--- src/rtl/free_list_ctrl.sv ---
// Physical-register free list: circular buffer of preg ids with multi-lane
// all-or-nothing allocation, multi-port returns, self-initialisation and a
// sticky overflow flag.
module free_list_ctrl #(
    parameter int unsigned NUM_PREGS   = 64,
    parameter int unsigned NUM_AREGS   = 32,
    parameter int unsigned ALLOC_WIDTH = 2,
    parameter int unsigned FREE_WIDTH  = 2
) (
    input  logic                                            clk,
    input  logic                                            rst,
    input  logic [ALLOC_WIDTH-1:0]                          alloc_req,
    output logic [ALLOC_WIDTH-1:0]                          alloc_grant,
    output logic [ALLOC_WIDTH-1:0][$clog2(NUM_PREGS)-1:0]   alloc_preg,
    output logic                                            rename_stall,
    input  logic [FREE_WIDTH-1:0]                           free_valid,
    input  logic [FREE_WIDTH-1:0][$clog2(NUM_PREGS)-1:0]    free_preg,
    input  logic                                            flush,
    output logic [$clog2(NUM_PREGS):0]                      free_count,
    output logic                                            init_done,
    output logic                                            overflow_err
);

    localparam int unsigned PW        = $clog2(NUM_PREGS);
    localparam int unsigned CW        = PW + 1;
    localparam int unsigned INIT_LAST = NUM_PREGS - NUM_AREGS - 1;

    typedef enum logic {
        INIT  = 1'b0,
        READY = 1'b1
    } state_t;

    state_t                          state;
    logic [PW-1:0]                   head;
    logic [PW-1:0]                   tail;
    logic [PW-1:0]                   mem [NUM_PREGS];

    logic [CW-1:0]                   req_cnt;
    logic [CW-1:0]                   grant_cnt;
    logic                            grant_ok;
    logic [ALLOC_WIDTH-1:0][PW-1:0]  lane_addr;

    logic [CW-1:0]                   level;
    logic [CW-1:0]                   accept_cnt;
    logic [FREE_WIDTH-1:0]           free_accept;
    logic [FREE_WIDTH-1:0][PW-1:0]   free_addr;
    logic                            free_drop;

    // Allocation: per-lane read address, all-or-nothing grant decision
    always_comb begin
        req_cnt     = '0;
        lane_addr   = '0;
        alloc_preg  = '0;
        for (int i = 0; i < ALLOC_WIDTH; i++) begin
            lane_addr[i] = head + PW'(req_cnt);
            if (alloc_req[i]) begin
                req_cnt = req_cnt + CW'(1);
            end
        end
        grant_ok     = (state == READY) && !rst && !flush && (req_cnt <= free_count);
        alloc_grant  = grant_ok ? alloc_req : '0;
        grant_cnt    = grant_ok ? req_cnt : '0;
        for (int i = 0; i < ALLOC_WIDTH; i++) begin
            alloc_preg[i] = mem[lane_addr[i]];
        end
        rename_stall = (|alloc_req) && !(|alloc_grant);
    end

    // Returns: accept in port order against the post-grant occupancy
    always_comb begin
        level       = free_count - grant_cnt;
        accept_cnt  = '0;
        free_accept = '0;
        free_addr   = '0;
        free_drop   = 1'b0;
        for (int p = 0; p < FREE_WIDTH; p++) begin
            free_addr[p] = tail + PW'(accept_cnt);
            if (free_valid[p]) begin
                if ((state == READY) && (level < CW'(NUM_PREGS))) begin
                    free_accept[p] = 1'b1;
                    accept_cnt     = accept_cnt + CW'(1);
                    level          = level + CW'(1);
                end else begin
                    free_drop = 1'b1;
                end
            end
        end
    end

    // Buffer storage: seeded during INIT, then written by accepted returns
    always_ff @(posedge clk) begin
        if (state == INIT) begin
            mem[tail] <= PW'(NUM_AREGS) + tail;
        end else begin
            for (int p = 0; p < FREE_WIDTH; p++) begin
                if (free_accept[p]) begin
                    mem[free_addr[p]] <= free_preg[p];
                end
            end
        end
    end

    // Control FSM, pointers, occupancy and status flags
    always_ff @(posedge clk) begin
        if (rst) begin
            state        <= INIT;
            head         <= '0;
            tail         <= '0;
            free_count   <= '0;
            init_done    <= 1'b0;
            overflow_err <= 1'b0;
        end else begin
            case (state)
                INIT: begin
                    tail       <= tail + PW'(1);
                    free_count <= free_count + CW'(1);
                    if (free_drop) begin
                        overflow_err <= 1'b1;
                    end
                    if (tail == PW'(INIT_LAST)) begin
                        state     <= READY;
                        init_done <= 1'b1;
                    end
                end
                READY: begin
                    head       <= head + PW'(grant_cnt);
                    tail       <= tail + PW'(accept_cnt);
                    free_count <= free_count + accept_cnt - grant_cnt;
                    if (free_drop) begin
                        overflow_err <= 1'b1;
                    end
                end
                default: begin
                    state <= INIT;
                end
            endcase
        end
    end

endmodule
--- config.mk ---
export PLATFORM = sky130hd
export DESIGN_NAME = free_list_ctrl
export DESIGN_NICKNAME = d
export VERILOG_FILES = /design/src/rtl/free_list_ctrl.sv
export SDC_FILE = /design/constraint.sdc
export NUM_CORES = 1
export LEC_CHECK = 0
export BUFFER_PORTS_ARGS = -buffer_cell sky130_fd_sc_hd__buf_2
export CORE_ASPECT_RATIO = 0.7
export CORE_MARGIN = 1.5
export CORE_UTILIZATION = 67
export CTS_CLUSTER_SIZE = 25
export DETAILED_ROUTE_END_ITERATION = 16
export HOLD_SLACK_MARGIN = 0.1
export PLACE_DENSITY = 0.85
export RECOVER_POWER = 50
export SLEW_MARGIN = 20
export SYNTH_ARGS = -nofsm -noshare
export SYNTH_HDL_FRONTEND = slang
export SYNTH_SLANG_ARGS = --single-unit
--- constraint.sdc ---
create_clock -name clk -period 17.5 [get_ports clk]
set_input_delay 1.75 -clock clk [delete_from_list [all_inputs] [get_ports clk]]
set_output_delay 1.75 -clock clk [all_outputs]
set_load 0.05 [all_outputs]
; ---- Yosys cells after proc, flatten, opt, wreduce, memory -nomap -nowiden
; Memories as Yosys holds them, arrays and structs flattened. A register that Yosys moved wholly into a read port is not among the register bits.
; Cells that the tools add are included.
[totals]
ramBits = 384
memories = 1
in_bits = 19
output_inout_bits = 24
register_bits = 22
elab_cells = 71
[mem_list]
columns = name, depth, word_bits, read_ports, rd_clocked_by_memory_dff, write_ports, line_no
row1 = mem, 64, 6, 2, 1, 2, 36  ; logic [PW-1:0] mem [NUM_PREGS];
[op_classes]
eq_ne = 1
n_bitwise = 2
n_lt_le_gt_ge = 3
reduce_logical = 12
addsub = 13
mux = 33
[ops]
columns = operator, count
row1 = $mux 7, 6
row2 = $add 7x1->7 const B, 4
row3 = $add 6x6->6, 4
row4 = $mux 1, 21
row5 = $mux 6, 3
row6 = $lt 7x7->1 const B, 2
row7 = $pmux 7 s2, 1
row8 = $sub 7x7->7, 2
row9 = $pmux 6 s2, 1
row10 = $add 7x7->7, 1
row11 = $le 7x7->1, 1
row12 = $add 6x1->6 const B, 1
row13 = $add 6x6->6 const A, 1
row14 = $eq 6x5->1 const B, 1
row15 = $logic_and 1x1->1, 6
row16 = $reduce_or 2->1, 2
row17 = $logic_not 1->1, 3
row18 = $mux 2, 1
row19 = $reduce_and 2->1, 1
row20 = $not 1->1, 1
row21 = $or 1x1->1, 1

; ---- Longest topological paths before layout
; Gate-level depths: netlist of run 1.
[depth]
ltp_word = 18
mapped_depth = 30
depth_no_buf = 29

; ---- Worst setup path before layout of run 1
; OpenSTA, ideal clock, no wires.
[synth_timing]
kind = input-to-reg
start = in alloc_req[0]
end = reg free_count[6]
path_slack_ns = 10.587
setup_ns = 0.091
stages = 27
arrival_time_ns = 6.822
n_path_buf = 1
required_time_ns = 17.409
path_cell_list = inv_1 -> ha_1 -> inv_1 -> ha_1 -> nand4_1 -> a21oi_1 -> and2_1 -> ha_1 -> inv_1 -> fa_1 -> xnor2_1 -> nand4b_1 -> o41a_1 -> buf_2 -> and2_1 -> ha_1 -> mux2i_1 -> ha_1 -> inv_1 -> ha_1 -> fa_1 -> a21oi_1 -> o21bai_1 -> a21oi_1 -> nor2_1 -> or3_1 -> a311oi_1
[synth_between]
elab_chain_cells = 18
word_cells_on_any_way = 22
classes_between = add/sub (6) / order compare (3) / mux (10) / reduce/logical (3)
[synth_rtl]
columns = element, line_no
row1 = "start, declared", 12  ; input logic [ALLOC_WIDTH-1:0] alloc_req,
row2 = $mux 1 *, 56  ; if (alloc_req[i]) begin
row3 = $add 7x1->7, 57  ; req_cnt = req_cnt + CW'(1);
row4 = $mux 7 *, 56
row5 = $le 7x7->1, 60  ; grant_ok = (state == READY) && !rst && !flush && (req_cnt <= free_count);
row6 = $logic_and 1x1->1, 60
row7 = $mux 7 *, 62  ; grant_cnt = grant_ok ? req_cnt : '0;
row8 = $sub 7x7->7, 71  ; level = free_count - grant_cnt;
row9 = $lt 7x7->1, 79  ; if ((state == READY) && (level < CW'(NUM_PREGS))) begin
row10 = [2 not listed], n/a
row11 = $mux 7, 78  ; if (free_valid[p]) begin
row12 = $lt 7x7->1, 79
row13 = $logic_and 1x1->1, 79
row14 = $mux 7, 79
row15 = $mux 7, 78
row16 = $add 7x7->7, 128  ; free_count <= free_count + accept_cnt - grant_cnt;
row17 = $sub 7x7->7 *, 128
row18 = $pmux 7 s2 *, 113  ; case (state)
row19 = "end signal, assigned", 116  ; free_count <= free_count + CW'(1);
row20 = "end signal, assigned", 128
row21 = "end, declared", 19  ; output logic [$clog2(NUM_PREGS):0] free_count,
; Mark *: on every way between the ends. The rest lies on a longest branch, timed or not.
; A chain may end at the register's enable or synchronous reset.

==> metrics.yaml, run 1 <==
routing:
  dr.pass1.iters: 6
  vias_per_cell: 7.848
  wire_per_inst_um: 34.10
  drc: 0
  num_vias: 18180
  ant_nets: 0
  dr.first_iter.drc_count: 3119
  routed_wl_um: 78970
timing:
  slew_headroom_pct: -216.4
  period_share_pct: 66.08
  fmax_mhz: 86.48
  period_minus_slack_ns: 11.56
  setup_tns_ns: 0
  fin_hold_ws_ns: 0.4957
  maxSlewViolCount: 210
  clock_skew_ns: 0.01860
  rsz0062_at_grt: "false"
  hold_violations: 0
  worst_slew_pin_slew_ns: 4.745
  setup_viol: 0
yosys:
  synth_cell_types: 58
  yosys_warnings: 0
  avgSynthCellArea_um2: 14.20
  async_flop_share_pct: 0
  syn_area_um2: 26220
  yosysSeqAreaShare_pct: 46.11
  synth_edf_count: 384
  synth_ff_type: "edfxtp_1"
  syn_inst: 1847
  synth_seq_cells: 412
  synth_fp_nets: 1904
pwr:
  clkPwrFrac_pct: 41.4
  p_per_area_nw_per_um2: 78.54
  p_seq_share_pct: 50.2
  sw_frac_of_total_pct: 23.83
  vdd_ir_drop_max_uv: 68.57
  p_sw_mw: 0.5159
  power_frac_comb_pct: 8.4
  internal_power_mw: 1.649
  leakage_nw: 8.789
critical_path:
  crit_type: "input pin to output pin"
  rr_endpoint: "mem[16][3]"
  required_ns: 15.75
  path_max_fanout: 55
  worst-endpoint-arrival_ns: 9.81
  crit_start: "alloc_req[0]"
  cp-end-kind: "output pin"
  start_kind: "input pin"
  rrSetupSlack_ns: 9.89
  crit_end: "alloc_preg[8]"
  reg2reg_from: "free_count[1]"
  ff2ff_path_depth: 21
clock_network:
  cts.sinks: 412
  cts_tree: "built"
  cts.path.max_buffers: 3
  htreeDepth: 2
  clockRootBuffer: "clkbuf_16"
  cts_buffers: 41
  clk-insertion-delay-late_ns: 0.57
  cts_resized: 0
  ctsHoldBuffers: 0
  cts_setup_buffers: 0
  clk_pin_slew_ns: 0.06
finish:
  final_cells: 2316
  utilization_pct: 71.58
  antenna_cells: 0
  final_common_cell: "edfxtp_1"
  nets: 1817
  area_growth_pct: 5.119
  final_cell_mix: "edfxtp_1, mux2_2, mux4_2"
  drive_above_1_share_pct: 39.85
  n_fill_cell: 2419
die:
  io_pins: 43
  start_util_pct: 68.09
  num_rows: 60
  die_h_um: 168.5
  core-area_um2: 38510
  die_w_um: 239.5
  die_area_um2: 40360
grt:
  gr-total-overflow: 0
  grt_pass1_vias: 17450
  grt_pass1_wl_um: 116000
  track_usage_pct: 39.64
  grt_max_degree: 65
  antenna_found_initial: 0
run_status:
  status: "complete, but fails checks"
  violations: "capacitance limit, slew limit"
place:
  hpwl_um: 48540
  routabilityCongestion: 0.9511
  dp_cells: 2244
  portBuffers: 42
flow_run:
  maxCapViolCount: 6
hold_path:
  hold_path.class: "register to register"
[sequential cells by signal (all words and copies together), names as in the netlist, named ones only]
register,flops
free_count,7
mem,384
init_done,1
tail,6
state,1
head,6
overflow_err,1
[logic make-up (layout without fill, tap and decap cells)]
logic type	after synthesis	count (layout)	share of synthesized area [%]
adder cells (fa/ha/maj)	38	38	1.956
AND/OR/NAND/NOR	390	390	8.302
buffers and inverters	215	157	3.426
multiplexers	610	610	35.01
flip-flops	412	412	46.11
XOR/XNOR	32	32	1.069
AO/OA/AOI/OAI	150	150	4.127
[critical path, stage by stage]
cell      delay, ns
clkbuf_1       0.11
ha_1           2.16
clkbuf_1       3.45
mux4_2         0.71
nand2_1        0.08
nand3_1        0.26
nand4_1        0.33
o21ai_0        0.32
clkbuf_1       0.51
[power by group through the flow]
stage	Clock [mW]	Sequential [mW]	Combinational, mW
3_3_place_gp	0	1.11	0.170
4_1_cts	0.891	1.09	0.177
2_1_floorplan	0	1.11	0.123
5_1_grt	0.927	1.09	0.187
3_5_place_dp	0	1.11	0.175
6_report	0.896	1.09	0.182
[routing by layer]
metal,GRT usage [%],up-vias,routed length (um)
met1,56.72,9039,27980
li1,-,7102,-
met5,0,-,0
met4,12.91,0,3195
met2,56.09,1757,33450
met3,15.48,278,14340
[how the worst min path moves through the flow]
stage	start	to	slack (ns)	cells past startpoint
3_5_place_dp	init_done	init_done	0.49	2
4_1_cts	overflow_err	overflow_err	0.51	2
5_1_grt	init_done	init_done	0.53	2
6_report	init_done	init_done	0.50	2
3_3_place_gp	init_done	init_done	0.46	2
2_1_floorplan	head[1]	register	0.52	2
[per-stage QoR]
stage	area, um^2	total power [mW]	setup slack [ns]
after floorplan	26220	1.230	10.59
after detailed placement	26570	1.283	9.050
after global placement	26540	1.278	9.283
after CTS	27870	2.155	9.581
final	27570	2.165	5.936
after global routing	27570	2.202	5.124
[cell usage after synthesis, types with 3 or more instances]
cell type	instances	share of area (%)
edfxtp_1	384	44
mux2_2	382	16
mux4_2	207	18
nand2_1	131	1.9
clkbuf_1	123	1.8
nand3_1	74	1.4
nor2_1	54	0.77
o21bai_1	51	1.5
ha_1	33	1.6
buf_2	28	0.53
dfxtp_1	28	2.1
buf_1	27	0.39
inv_1	27	0.39
nor3_2	26	0.99
nor2b_1	25	0.60
xnor2_1	22	0.73
o21ai_0	21	0.40
nor3_4	20	1.2
nand4_1	16	0.38
mux2i_1	15	0.57
a31oi_1	12	0.29
a211oi_1	11	0.31
a21oi_1	10	0.19
and3_1	10	0.24
nor3_1	10	0.19
xor2_1	10	0.33
and2_1	6	0.14
mux2_1	6	0.26
nand2b_1	6	0.14
a2111oi_0	5	0.17
a21o_1	5	0.14
buf_4	5	0.14
buf_6	5	0.21
fa_1	5	0.38
o41ai_1	5	0.17
or3_1	5	0.12
o31ai_1	4	0.11
o21ai_1	3	0.057
o22ai_1	3	0.072
o32ai_1	3	0.10
or2_2	3	0.072
[final cells by class]
type	count	area (um^2)	share of cell area, %
Tap cell	527	659.4	2.392
Clock inverter	23	241.5	0.8760
Inverter	27	101.3	0.3676
Sequential cell	412	12100	43.88
Clock buffer	49	1056	3.831
Timing Repair Buffer	58	302.8	1.098
Multi-Input combinational cell	1220	13110	47.55
Power figures use the tool's default switching activity.
==> inputs of run 2 (changes only) <==
Settings changed: CORE_UTILIZATION 67 to 58, PLACE_DENSITY 0.85 to 0.78.
Clock period 17.5 ns to 9.31 ns, I/O delays scaled along.
==> run 2 against run 1 <==
Against the previous run:
- the flow still finishes with violations (capacitance limit, slew limit)
- register-to-register slack got worse by 7.9 ns
- clock power is 90% higher
- global-route usage shrank 5.1 points
- combinational power grew 86%
- via count shrank 1.1%
- routed wire length up 1.6%
- sequential cell count unchanged
- highest routed layer is now met5
==> metrics.yaml, run 2 (synthesis results as in run 1) <==
routing:
  num_vias: 17970  # -1.1%
  routed_wl_um: 80250  # +1.6%
  vias_per_cell: 7.516  # -4.2%
  dr.pass1.iters: 9  # +3
  ant_nets: 0  # unchanged
  drc: 0  # unchanged
  wire_per_inst_um: 33.56  # -1.6%
  dr.first_iter.drc_count: 3345  # +7.2%
critical_path:
  crit_buf_inv: 3  # unchanged
  crit_family: "buffers and inverters"
  start_kind: "input pin"
  crit_start: "alloc_req[0]"
  worst_path_max_delay_cell: "clkbuf_1"
  cp_slowest_stage_delay_ns: 3.43  # -0.02 ns
  worst-endpoint-arrival_ns: 7.59  # -2.22 ns
  rrSetupSlack_ns: 2.00  # -7.89 ns
  path_max_fanout: 71  # +29%
  cp_common_cell: "clkbuf_1"
  crit_type: "input pin to output pin"
  reg2reg_from: "free_count[1]"
  required_ns: 8.38  # -7.37 ns
  cp-end-kind: "output pin"
  worstPathCellList: "clkbuf_1 -> ha_4 -> ha_4 -> clkbuf_1 -> mux4_2 -> nand2_1 -> a31oi_1 -> nand4_1 -> nand2_1 -> clkbuf_1"
timing:
  hold_violations: 0  # unchanged
  fmax_mhz: 117.4
  rsz0062_at_grt: "false"
  maxSlewViolCount: 120  # -43%
  setup_viol: 0  # unchanged
  period_minus_slack_ns: 8.520
  clock_skew_ns: 0.02608  # +0.007482 ns
  fin_ws_ns: 0.7897  # -5.147 ns
  worst_slew_pin_slew_ns: 4.881  # +0.1361 ns
  slew_headroom_pct: -225.4  # -9.1 points
  setup_tns_ns: 0  # unchanged
  period_share_pct: 91.52
flow_run:
  maxCapViolCount: 3  # -3
die:
  start_util_pct: 59.43  # -8.7 points
  die_w_um: 257.1  # +7.4%
  io_pins: 43  # unchanged
  die_h_um: 180.9  # +7.3%
  num_rows: 64  # +6.7%
  core-area_um2: 44120  # +15%
  die_area_um2: 46520  # +15%
clock_network:
  htreeDepth: 2  # unchanged
  cts_buffers: 42  # +2.4%
  cts.sinks: 412  # unchanged
  cts_tree: "built"
  clk-insertion-delay-late_ns: 0.58  # about the same
  cts_setup_buffers: 0  # unchanged
  cts.path.max_buffers: 3  # unchanged
  clockRootBuffer: "clkbuf_16"
  ctsHoldBuffers: 0  # unchanged
  cts_resized: 0  # unchanged
  clk_pin_slew_ns: 0.06  # about the same
grt:
  antenna_found_initial: 1  # +1
  gr-total-overflow: 0  # unchanged
  grt_pass1_wl_um: 117400  # +1.2%
  grt_pass1_vias: 17350  # -0.59%
  grt_max_degree: 72  # +11%
  track_usage_pct: 34.55  # -5.1 points
finish:
  multi_input_area_um2: 13160  # +0.36%
  final_area_um2: 27760  # +0.69%
  n_fill_cell: 3245  # +34%
  reg.largest.list: "mem x384, free_count x7"
  drive_above_1_share_pct: 40.64  # +0.78 points
  final_cell_mix: "edfxtp_1, mux2_2, mux4_2"
  utilization_pct: 62.91  # -8.7 points
  largest_register_ffs: 384  # unchanged
  regMostFlops: "mem"
  nets: 1821  # +0.22%
  regArea_um2: 12100  # about the same
  area_growth_pct: 5.845
  final_common_cell: "edfxtp_1"
place:
  hpwl_um: 50530  # +4.1%
  portBuffers: 42  # unchanged
  dpl_cell_area_um2: 26630  # +0.25%
  dp_slack_ns: 1.821  # -7.229 ns
  routabilityCongestion: 1.037  # +9.1%
pwr:
  vdd_ir_drop_max_uv: 112.9  # +65%
  p_per_area_nw_per_um2: 147.0  # +87%
  finalPower_mw: 4.081  # +89%
  leakage_nw: 8.850  # +0.69%
hold_path:
  hold_start: "init_done"
  hold_path.class: "register to register"
run_status:
  violations: "capacitance limit, slew limit"
  status: "complete, but fails checks"
[run 2: where the power goes]
part	internal [mW]	leakage, nW	switching [mW]
logic	0.120	4.48	0.218
clock network	0.941	0.652	0.759
registers	2.03	3.72	0.0139
total	3.09	8.85	0.991
[run 2: area by class of cell]
type / instances / area share [%]
multi-input combinational: 1220 / 47.40
timing repair buffer: 61 / 1.213
inverter: 27 / 0.3651
antenna: 3 / 0.02705
tap: 594 / 2.678
sequential: 412 / 43.58
clock buffer: 55 / 4.224
clock inverter: 19 / 0.5184
[run 2: through the flow]
stage,hold slack [ns],cells
finish,0.4973,2391
global route,0.5115,2388
CTS,0.4937,2388
detailed placement,0.4694,2314
global placement,0.4554,2314
floorplan,0.5195,1847
[run 2: worst min-delay path, cell delays in order (launching register included)]
cell	delay, ns
dfxtp_1	0.33
nor2_1	0.05
nor2_1	0.08
[run 2: path summary, 6_finish.rpt]
| kind | cells past startpoint | to |
|---|---|---|
| setup / recovery | 10 | alloc_preg[10] |
| setup reg to reg | 20 | mem[0][5] |
| hold / removal | 2 | init_done |
| hold reg to reg | 2 | init_done |
[run 2: layer usage]
layer  global-route usage (%)  part of all wire [%]  vias up
met5                        0                 0.072        -
met4                    9.694                   3.4        2
met1                    51.12                    38     8999
met3                    12.98                    17      254
li1                         -                     -     7109
met2                    47.62                    41     1607
